--- src/rtl/cache_axi_txn_limiter_pkg.sv ---
// Default AXI channel and request/response types for cache_axi_txn_limiter.
// Real integrations override axi_req_t/axi_rsp_t with their own structs.
package cache_axi_txn_limiter_pkg;

  typedef struct packed {
    logic [31:0] xlen;
  } cva6_cfg_t;

  localparam cva6_cfg_t cva6_cfg_empty = '0;

  typedef struct packed {
    logic [3:0]  id;
    logic [31:0] addr;
    logic [7:0]  len;
    logic [2:0]  size;
    logic [1:0]  burst;
  } axi_ax_t;

  typedef struct packed {
    logic [63:0] data;
    logic [7:0]  strb;
    logic        last;
  } axi_w_t;

  typedef struct packed {
    logic [3:0] id;
    logic [1:0] resp;
  } axi_b_t;

  typedef struct packed {
    logic [3:0]  id;
    logic [63:0] data;
    logic [1:0]  resp;
    logic        last;
  } axi_r_t;

  typedef struct packed {
    axi_ax_t aw;
    logic    aw_valid;
    axi_w_t  w;
    logic    w_valid;
    logic    b_ready;
    axi_ax_t ar;
    logic    ar_valid;
    logic    r_ready;
  } txn_axi_req_t;

  typedef struct packed {
    logic   aw_ready;
    logic   ar_ready;
    logic   w_ready;
    logic   b_valid;
    axi_b_t b;
    logic   r_valid;
    axi_r_t r;
  } txn_axi_rsp_t;

endpackage

--- src/rtl/cache_axi_txn_limiter.sv ---
// Outstanding-transaction limiter and quiesce handshake for the cache AXI port.
// All channels pass through combinationally; only AR/AW valid/ready are gated.
module cache_axi_txn_limiter #(
  parameter cache_axi_txn_limiter_pkg::cva6_cfg_t CVA6Cfg = cache_axi_txn_limiter_pkg::cva6_cfg_empty,
  parameter int unsigned MaxReadTxns  = 4,
  parameter int unsigned MaxWriteTxns = 4,
  parameter type axi_req_t = cache_axi_txn_limiter_pkg::txn_axi_req_t,
  parameter type axi_rsp_t = cache_axi_txn_limiter_pkg::txn_axi_rsp_t,
  localparam int unsigned RdW = $clog2(MaxReadTxns + 1),
  localparam int unsigned WrW = $clog2(MaxWriteTxns + 1)
) (
  input  logic           clk_i,
  input  logic           rst_ni,
  input  axi_req_t       slv_req_i,
  output axi_rsp_t       slv_resp_o,
  output axi_req_t       mst_req_o,
  input  axi_rsp_t       mst_resp_i,
  input  logic           quiesce_i,
  output logic           quiesced_o,
  output logic           busy_o,
  output logic [RdW-1:0] rd_cnt_o,
  output logic [WrW-1:0] wr_cnt_o,
  output logic           err_o
);

  localparam logic [RdW-1:0] RdLimit = RdW'(MaxReadTxns);
  localparam logic [WrW-1:0] WrLimit = WrW'(MaxWriteTxns);

  typedef enum logic [1:0] {
    ST_RUN,
    ST_DRAIN,
    ST_HALTED
  } state_e;

  state_e         state_q, state_d;
  logic [RdW-1:0] rd_cnt_q, rd_cnt_d;
  logic [WrW-1:0] wr_cnt_q, wr_cnt_d;
  logic           ar_pend_q, aw_pend_q;
  logic           err_q;
  logic           rd_uflow, wr_uflow;
  logic           ar_open, aw_open;
  logic           ar_hs, aw_hs, r_last_hs, b_hs;
  logic           idle;

  logic unused_cfg;
  assign unused_cfg = ^CVA6Cfg;

  // A request already on the bus keeps its gate open so valid never drops
  // before the handshake, even if the limit or quiesce would now block it.
  assign ar_open = ((rd_cnt_q < RdLimit) && (state_q == ST_RUN)) || ar_pend_q;
  assign aw_open = ((wr_cnt_q < WrLimit) && (state_q == ST_RUN)) || aw_pend_q;

  always_comb begin
    mst_req_o           = slv_req_i;
    mst_req_o.ar_valid  = slv_req_i.ar_valid && ar_open;
    mst_req_o.aw_valid  = slv_req_i.aw_valid && aw_open;
    slv_resp_o          = mst_resp_i;
    slv_resp_o.ar_ready = mst_resp_i.ar_ready && ar_open;
    slv_resp_o.aw_ready = mst_resp_i.aw_ready && aw_open;
  end

  assign ar_hs     = slv_req_i.ar_valid && ar_open && mst_resp_i.ar_ready;
  assign aw_hs     = slv_req_i.aw_valid && aw_open && mst_resp_i.aw_ready;
  assign r_last_hs = mst_resp_i.r_valid && slv_req_i.r_ready && mst_resp_i.r.last;
  assign b_hs      = mst_resp_i.b_valid && slv_req_i.b_ready;

  // NOTE: every output of a combinational block gets a default first so no
  // path through the case leaves it unassigned and infers a latch.
  always_comb begin
    rd_cnt_d = rd_cnt_q;
    rd_uflow = 1'b0;
    unique case ({ar_hs, r_last_hs})
      2'b10: rd_cnt_d = rd_cnt_q + RdW'(1);
      2'b01: begin
        if (rd_cnt_q == '0) rd_uflow = 1'b1;
        else                rd_cnt_d = rd_cnt_q - RdW'(1);
      end
      default: ;
    endcase
  end

  always_comb begin
    wr_cnt_d = wr_cnt_q;
    wr_uflow = 1'b0;
    unique case ({aw_hs, b_hs})
      2'b10: wr_cnt_d = wr_cnt_q + WrW'(1);
      2'b01: begin
        if (wr_cnt_q == '0) wr_uflow = 1'b1;
        else                wr_cnt_d = wr_cnt_q - WrW'(1);
      end
      default: ;
    endcase
  end

  assign idle = (rd_cnt_q == '0) && (wr_cnt_q == '0) && !ar_pend_q && !aw_pend_q;

  always_comb begin
    state_d = state_q;
    unique case (state_q)
      ST_RUN: begin
        if (quiesce_i) state_d = idle ? ST_HALTED : ST_DRAIN;
      end
      ST_DRAIN: begin
        if (!quiesce_i) state_d = ST_RUN;
        else if (idle)  state_d = ST_HALTED;
      end
      ST_HALTED: begin
        if (!quiesce_i) state_d = ST_RUN;
      end
      default: state_d = ST_RUN;
    endcase
  end

  // NOTE: sequential state uses non-blocking assignments so every register
  // samples pre-edge values regardless of block evaluation order.
  always_ff @(posedge clk_i or negedge rst_ni) begin
    if (!rst_ni) begin
      state_q   <= ST_RUN;
      rd_cnt_q  <= '0;
      wr_cnt_q  <= '0;
      ar_pend_q <= 1'b0;
      aw_pend_q <= 1'b0;
      err_q     <= 1'b0;
    end else begin
      state_q   <= state_d;
      rd_cnt_q  <= rd_cnt_d;
      wr_cnt_q  <= wr_cnt_d;
      ar_pend_q <= slv_req_i.ar_valid && ar_open && !mst_resp_i.ar_ready;
      aw_pend_q <= slv_req_i.aw_valid && aw_open && !mst_resp_i.aw_ready;
      err_q     <= err_q || rd_uflow || wr_uflow;
    end
  end

  assign quiesced_o = (state_q == ST_HALTED);
  assign busy_o     = !idle;
  assign rd_cnt_o   = rd_cnt_q;
  assign wr_cnt_o   = wr_cnt_q;
  assign err_o      = err_q;

endmodule
--- config.mk ---
export PLATFORM = sky130hd
export DESIGN_NAME = cache_axi_txn_limiter
export DESIGN_NICKNAME = d
export VERILOG_FILES = /design/src/rtl/cache_axi_txn_limiter_pkg.sv /design/src/rtl/cache_axi_txn_limiter.sv
export SDC_FILE = /design/constraint.sdc
export NUM_CORES = 1
export LEC_CHECK = 0
export ABC_CLOCK_PERIOD_IN_PS = 2400
export CAP_MARGIN = 20
export CELL_PAD_IN_SITES_DETAIL_PLACEMENT = 0
export CELL_PAD_IN_SITES_GLOBAL_PLACEMENT = 1
export CORE_AREA = 10 10 199 201
export CTS_CLUSTER_SIZE = 16
export DETAILED_ROUTE_END_ITERATION = 16
export DIE_AREA = 0 0 209 211
export PLACE_DENSITY_LB_ADDON = 0.1
export SYNTH_ARGS = -nofsm -noshare
export SYNTH_HDL_FRONTEND = slang
export SYNTH_SLANG_ARGS = --single-unit
--- constraint.sdc ---
create_clock -name clk_i -period 2.4 [get_ports clk_i]
set_input_delay 0.24 -clock clk_i [delete_from_list [all_inputs] [get_ports clk_i]]
set_output_delay 0.24 -clock clk_i [all_outputs]
set_load 0.1 [all_outputs]
==> metrics.md, run 1 <==
| Metric | Value |
|---|---|
| GP Congestion | `between 0.5 and 0.6` |
| Area growth syn-to-layout | `-34.6%` |
| Via count | `between 1000 and 1500` |
| Seq cells post-synth | `11` |
| Vias per cell | `1.89` |
| Largest net degree at the start of global routing | `12` |
| Share of layout cells above drive strength 1 | `33.0%` |
| Post-layout util | `a little under 5%` |
| Die area | `approximately 0.044 mm^2` |
| Hold crit path type | `in -> async` |
| Final Hold Violating Endpoints | `0` |
| Cts hold-fix bufs | `0` |
| Syn_nets | `slightly below 600` |
| Psw | `about 1.1 mW` |
| Core area | `0.0354 mm^2` |
| PD cells | `around 1100 mW/mm^2` |
| ANT nets after route | `0` |
| Worst EP required | `2.16 ns` |
| TritonCTS buffer count | `3` |
| Hpwl dp | `just under 7000 um` |
| Register clock-pin slew on the reported worst setup and hold paths | `roughly 0.060 ns` |
| Drt first pass iters | `4` |
| Fin crit share | `90.0%` |
| R2R setup slack | `roughly 0.33 ns` |
| First-pass GRT wire length | `10200 um` |
| EDFF count, synth | `0` |
| Pint | `roughly 0.8 mW` |
| Ys Warns | `0` |
| Seq/Total Area, Yosys | `between 10% and 20%` |
| H-tree depth | `1` |
| Pwr Total | `1.88 mW` |
| Clock sink count | `11` |
| Leakage power | `0.507 nW` |
| Fmax | `0.463 GHz` |
| Worst path cell trace | `or3_1, or4b_4, buf_12` |
| Setup Skew | `0.00763 ns` |
| Final setup viols | `0` |
| Area share of the largest cell type after synthesis | `between 70% and 80%` |
| Resized Gates After CTS | `0` |
| Final Net Count | `roughly 380` |
| Top post-synthesis cells by area | `buf_4, dfrtp_1, nor2b_1` |
| Slowest cell on the critical path | `or4b_4` |
| CP peak stage delay | `0.55 ns` |
| Fill cell count | `4182` |
| Initial core utilization | `under 10%` |
| Die H | `approximately 210 um` |
| Gr usage total | `under 10%` |
| Outcome | `finished, final reports clean` |
| Residual DRC | `0` |
| Max-cap viol count | `0` |
| Avg Inst Size Synth | `7.91 um^2` |
| Data arrival, critical path | `1.92 ns` |
| Crit path max fanout | `6` |
| Top Ports | `roughly 530` |
| Slew Viols, Final | `0` |
| Crit path kind | `reg -> out` |
| GRT overflow | `0` |
| R2R Path Start | `wr_cnt_o[2]` |
| Clock Latency Late Sink | `approximately 0.25 ns` |
| Final wirelength | `approximately 8000 um` |
| Minimum clock period | `about 2.2 ns` |
| Max IR drop VDD | `between 200 and 250 uV` |
| CTS root buf | `clkbuf_16` |
| # Post-CTS Setup Buffers | `0` |
| RSZ-0062 raised after global routing | `false` |
| Async set-reset flop share out of synthesis | `between 90% and 100%` |
| Prevailing post-synth register cell | `dfrtp_1` |
| Vias in the first global route | `between 1000 and 1500` |
| Gate Count Post-Synth | `330` |
| Maximum clock path buffer count | `2` |
| Initial antenna violation count | `0` |
| IO buf count | `29` |
| Initial DRC count | `35` |
| Worst Tran Pin Value | `between 0.7 and 0.8 ns` |
| Clock share of power | `17.6%` |
| Slew HR | `slightly above 50%` |
| Cell variety after synth | `35` |
| Die X | `~210 um` |
| Final setup TNS | `0 ns` |
| Synth Cell Area | `roughly 0.0026 mm^2` |
| Antenna diode count | `0` |
| Row count | `69` |
| Crit path capture type | `output port` |
| CTS tree | `built` |
| Power share of the combinational group | `about three fifths` |
| Sw Ratio | `between 50 and 60%` |
| Routed WL per cell | `14.0 um` |
| CP Launch Type | `flop` |
| Yosys top cell by area | `buf_4` |
| Sequential share of power | `between 20% and 30%` |
| FF-to-FF path depth | `6` |
| Reg2reg end | `wr_cnt_o[2]` |
critical path, delay by kind of cell, from the launching register on:
| family | cells | cell delay (ns) |
|---|---|---|
| buf+inv | 1 | 0.19 |
| simple gates | 2 | 1.00 |
| flops | 1 | 0.47 |
cell type report:
| cell class | instances | area [um^2] | share of cell area [%] |
|---|---|---|---|
| Timing Repair Buffer | 33 | 338 | 19.8 |
| Sequential cell | 11 | 278 | 16.3 |
| Clock inverter | 1 | 5.00 | 0.293 |
| Clock buffer | 3 | 75.1 | 4.40 |
| Multi-Input combinational cell | 62 | 428 | 25.1 |
| Inverter | 2 | 7.51 | 0.440 |
| Tap cell | 461 | 577 | 33.8 |
cells in the mapped netlist, types with 2 or more instances:
cell type and count:
nor2_1 8, nand2_1 5, nor2b_1 7, nor3_1 4, o21ai_0 6, buf_4 254, inv_1 2, dfrtp_1 11
o211ai_1 2, and2_1 2, a21oi_1 3, o21a_1 3
cells by family (layout without fill, tap and decap cells):
family,after synthesis,in the layout,synth area share [%]
simple gates,34,34,7.14
compound gates,22,22,6.13
fa+ha+maj,2,2,1.25
flops,11,11,10.5
buf+inv,257,39,73.5
xor+xnor,2,2,0.671
mux,2,2,0.815
sequential cells by signal (all words and copies together), names as in the netlist:
signal / cells
rd_cnt_o: 3
wr_cnt_o: 3
err_o: 1
aw_pend_q: 1
ar_pend_q: 1
state_q: 2
placed cells by master (no fill, tap or decap), types with 2 or more instances in the layout:
cell type / instances
buf_4: 17
clkdlybuf4s50_1: 11
dfrtp_1: 9
nor2_1: 8
o21ai_0: 6
nand2_1: 5
buf_12: 5
nor3_1: 4
nor2b_2: 4
nor2b_1: 3
a21oi_1: 3
o21a_1: 3
clkbuf_16: 3
and2_1: 2
inv_1: 2
o211ai_1: 2
dfrtp_2: 2
per-stage QoR:
stage | area, um^2 | std cells | worst slack, ns | hold WS [ns]
2_1_floorplan | 2620 | 330 | 0.0432 | -0.0556
3_3_place_gp | 1630 | 569 | 0.164 | 0.481
3_5_place_dp | 1630 | 569 | 0.140 | 0.481
4_1_cts | 1710 | 573 | 0.191 | 0.477
5_1_grt | 1710 | 573 | 0.182 | 0.480
6_report | 1710 | 573 | 0.240 | 0.423
how the worst max path moves through the flow:
stage / from / slack, ns / end / cells past startpoint
floorplan: wr_cnt_o[2] / 0.04 / wr_cnt_o[2] / 6
global placement: mst_resp_i[78] / 0.16 / wr_cnt_o[2] / 6
detailed placement: slv_req_i[51] / 0.14 / wr_cnt_o[2] / 6
CTS: wr_cnt_o[0] / 0.19 / busy_o / 3
global route: wr_cnt_o[0] / 0.18 / busy_o / 3
finish: wr_cnt_o[0] / 0.24 / busy_o / 3
routing by layer:
metal	track usage, %	up-vias	wire, um
met5	0.222	-	0
met1	2.09	459	1860
met4	2.93	0	612
met3	2.94	86	1570
li1	-	349	-
met2	5.47	188	3950
power by group through the flow:
| stage | sequential (mW) | clock [mW] | combinational, mW |
|---|---|---|---|
| global route | 0.420 | 0.356 | 1.23 |
| finish | 0.396 | 0.332 | 1.15 |
| CTS | 0.408 | 0.349 | 1.18 |
| global placement | 0.416 | 0 | 1.18 |
| floorplan | 0.754 | 0 | 2.39 |
| detailed placement | 0.413 | 0 | 1.18 |
(Power assumes the default switching activity.)
==> run 2, diff against run 1 <==
--- a/config.mk
+++ b/config.mk
@@ -9,10 +9,11 @@
 export CAP_MARGIN = 20
 export CELL_PAD_IN_SITES_DETAIL_PLACEMENT = 0
 export CELL_PAD_IN_SITES_GLOBAL_PLACEMENT = 1
-export CORE_AREA = 10 10 199 201
+export CORE_AREA = 10 10 195 197
 export CTS_CLUSTER_SIZE = 16
 export DETAILED_ROUTE_END_ITERATION = 16
-export DIE_AREA = 0 0 209 211
+export DIE_AREA = 0 0 205 207
+export DONT_BUFFER_PORTS = 1
 export PLACE_DENSITY_LB_ADDON = 0.1
 export SYNTH_ARGS = -nofsm -noshare
 export SYNTH_HDL_FRONTEND = slang
==> metrics.md, run 2 (same netlist as run 1, synthesis figures left out) <==
| Metric | Value |
|---|---|
| Clock share of power | `17.3% (-0.3 points)` |
| Die area | `0.0424 mm^2 (-3.8%)` |
| Top Ports | `528 (unchanged)` |
| Leakage power | `0.437 nW (-14%)` |
| CTS tree | `built` |
| Clock Latency Late Sink | `0.24 ns (about the same)` |
| Min-delay src | `mst_resp_i[80]` |
| Sequential share of power | `17.8% (-3.3 points)` |
| Vias per cell | `1.75 (-7.5%)` |
| Data arrival, critical path | `1.85 ns (-0.07 ns)` |
| Crit path kind | `reg -> out` |
| Power share of the combinational group | `64.9% (+3.6 points)` |
| GP Congestion | `0.572 (-0.78%)` |
| Routed WL per cell | `13.6 um (-2.5%)` |
| Hold crit path type | `in -> reg` |
| Pre-CTS setup slack | `0.429 ns (+0.289 ns)` |
| Largest net degree at the start of global routing | `12 (unchanged)` |
| PD cells | `1160 mW/mm^2 (+5.5%)` |
| Core area | `0.0341 mm^2 (-3.6%)` |
| Vias in the first global route | `1182 (-2.3%)` |
| Row count | `68 (-1.4%)` |
| Die H | `207 um (-1.9%)` |
| Minimum clock period | `2.09 ns (-0.0728 ns)` |
| Share of layout cells above drive strength 1 | `33.0% (-0.046 points)` |
| Die X | `205 um (-1.9%)` |
| Final setup viols | `0 (unchanged)` |
| Origin of the worst setup path | `wr_cnt_o[0]` |
| GRT overflow | `0 (unchanged)` |
| TritonCTS buffer count | `3 (unchanged)` |
| Max-cap viol count | `0 (unchanged)` |
| ANT nets after route | `0 (unchanged)` |
| Setup Skew | `0.00126 ns (-0.00637 ns)` |
| Commonest non-fill, non-tap cell in the layout | `buf_4` |
| Most frequent cells in the layout | `buf_4, dfrtp_1, nor2_1` |
| RSZ-0062 raised after global routing | `false` |
| Gr usage total | `3.33% (+0.062 points)` |
| # Post-CTS Setup Buffers | `0 (unchanged)` |
| Final setup TNS | `0 ns (unchanged)` |
| Resized Gates After CTS | `0 (unchanged)` |
| Area growth syn-to-layout | `-40.5%` |
| Psw | `1.04 mW (-4.5%)` |
| H-tree depth | `1 (unchanged)` |
| R2R Path Start | `state_q[1]` |
| Drt first pass iters | `4 (unchanged)` |
| Final Net Count | `361 (-4.0%)` |
| Via count | `966 (-11%)` |
| Maximum clock path buffer count | `2 (unchanged)` |
| Outcome | `finished, final reports clean` |
| Slew Viols, Final | `0 (unchanged)` |
| CTS root buf | `clkbuf_16` |
| Clock sink count | `11 (unchanged)` |
| Register clock-pin slew on the reported worst setup and hold paths | `0.04 ns (-0.02 ns)` |
| FF-to-FF path depth | `6 (unchanged)` |
| Sw Ratio | `57.3% (-0.35 points)` |
| Initial antenna violation count | `0 (unchanged)` |
| Crit path capture type | `output port` |
| Fin crit share | `87.0% (-3.0 points)` |
| Slew HR | `53.4% (+1.7 points)` |
| Post-layout util | `4.55% (-0.27 points)` |
| Pint | `0.771 mW (-3.2%)` |
| Fill cell count | `4013 (-4.0%)` |
| Worst EP required | `2.16 ns (about the same)` |
| Fmax | `0.479 GHz (+3.5%)` |
| Crit path max fanout | `5 (-1)` |
| Residual DRC | `0 (unchanged)` |
| Final wirelength | `7520 um (-5.9%)` |
| Hpwl dp | `6630 um (-3.4%)` |
| Worst setup slack after layout | `0.313 ns (+0.0728 ns)` |
| Hold Path Cell Cnt | `1` |
| Max IR drop VDD | `379 uV (+73%)` |
| CP Launch Type | `flop` |
| IO buf count | `0 (-100%)` |
| Worst Tran Pin Value | `0.697 ns (-0.0254 ns)` |
| Initial core utilization | `7.65% (+0.28 points)` |
| Final Hold Violating Endpoints | `0 (unchanged)` |
| First-pass GRT wire length | `9840 um (-4.0%)` |
| Initial DRC count | `22 (-37%)` |
run 2: changes by cell type in the layout (fill, tap and decap cells not counted):
cell	previous run	this run
buf_12	5	4
buf_4	17	13
clkbuf_1	0	1
clkdlybuf4s50_1	11	0
clkinv_2	1	0
diode_2	0	1
dlygate4sd3_1	0	1
nor2b_1	3	2
nor2b_2	4	5
run 2: repair_timing:
| action | 4_1_cts | 5_1_grt |
|---|---|---|
| endpoints found under the hold margin | 11 | 0 |
| setup endpoints to repair | 0 | 0 |
| hold buffers | 1 | 0 |
run 2: cell type report:
class / count / area (um^2) / share of cell area (%)
clock buffers: 4 / 78.8 / 5.07
inverters: 2 / 7.51 / 0.483
well taps: 455 / 569 / 36.6
diodes: 1 / 2.50 / 0.161
multi-input cells: 62 / 430 / 27.7
repair buffers: 18 / 188 / 12.1
flip-flops and latches: 11 / 278 / 17.9
run 2: worst paths after layout:
check                               to  slack [ns]
min reg2reg                      err_o        0.60
max in group asynchronous  wr_cnt_o[2]        1.42
min in group asynchronous  rd_cnt_o[1]        0.49
max                             busy_o        0.31
max reg2reg                wr_cnt_o[2]        0.46
min                          ar_pend_q        0.07
run 2: power groups by stage:
stage | clock network [mW] | logic (mW) | registers (mW)
after floorplan | 0 | 2.39 | 0.754
after global placement | 0 | 1.24 | 0.335
after detailed placement | 0 | 1.21 | 0.334
final | 0.312 | 1.17 | 0.322
after CTS | 0.331 | 1.22 | 0.332
after global routing | 0.340 | 1.27 | 0.337
run 2: layer usage:
| metal | wire [um] | GRT usage, % | up-vias | share of wire, % |
|---|---|---|---|---|
| li1 | - | - | 319 | - |
| met2 | 3070 | 4.35 | 173 | 41 |
| met3 | 1850 | 3.89 | 84 | 25 |
| met1 | 1870 | 2.37 | 388 | 25 |
| met4 | 703 | 3.39 | 2 | 9.3 |
| met5 | 36 | 0.595 | - | 0.48 |
run 2: stage by stage:
| step | power [mW] | area, um^2 | cells | hold slack, ns |
|---|---|---|---|---|
| 2_1_floorplan | 3.14 | 2620 | 330 | -0.0556 |
| 3_3_place_gp | 1.57 | 1460 | 547 | -0.0522 |
| 3_5_place_dp | 1.55 | 1460 | 547 | -0.0523 |
| 4_1_cts | 1.88 | 1550 | 552 | 0.0614 |
| 5_1_grt | 1.95 | 1550 | 552 | 0.0633 |
| 6_report | 1.81 | 1550 | 553 | 0.0740 |
run 2: critical path, cell delays in order, from the launching register on:
cell	delay [ns]
dfrtp_1	0.42
or3_1	0.44
or4b_4	0.55
buf_12	0.19
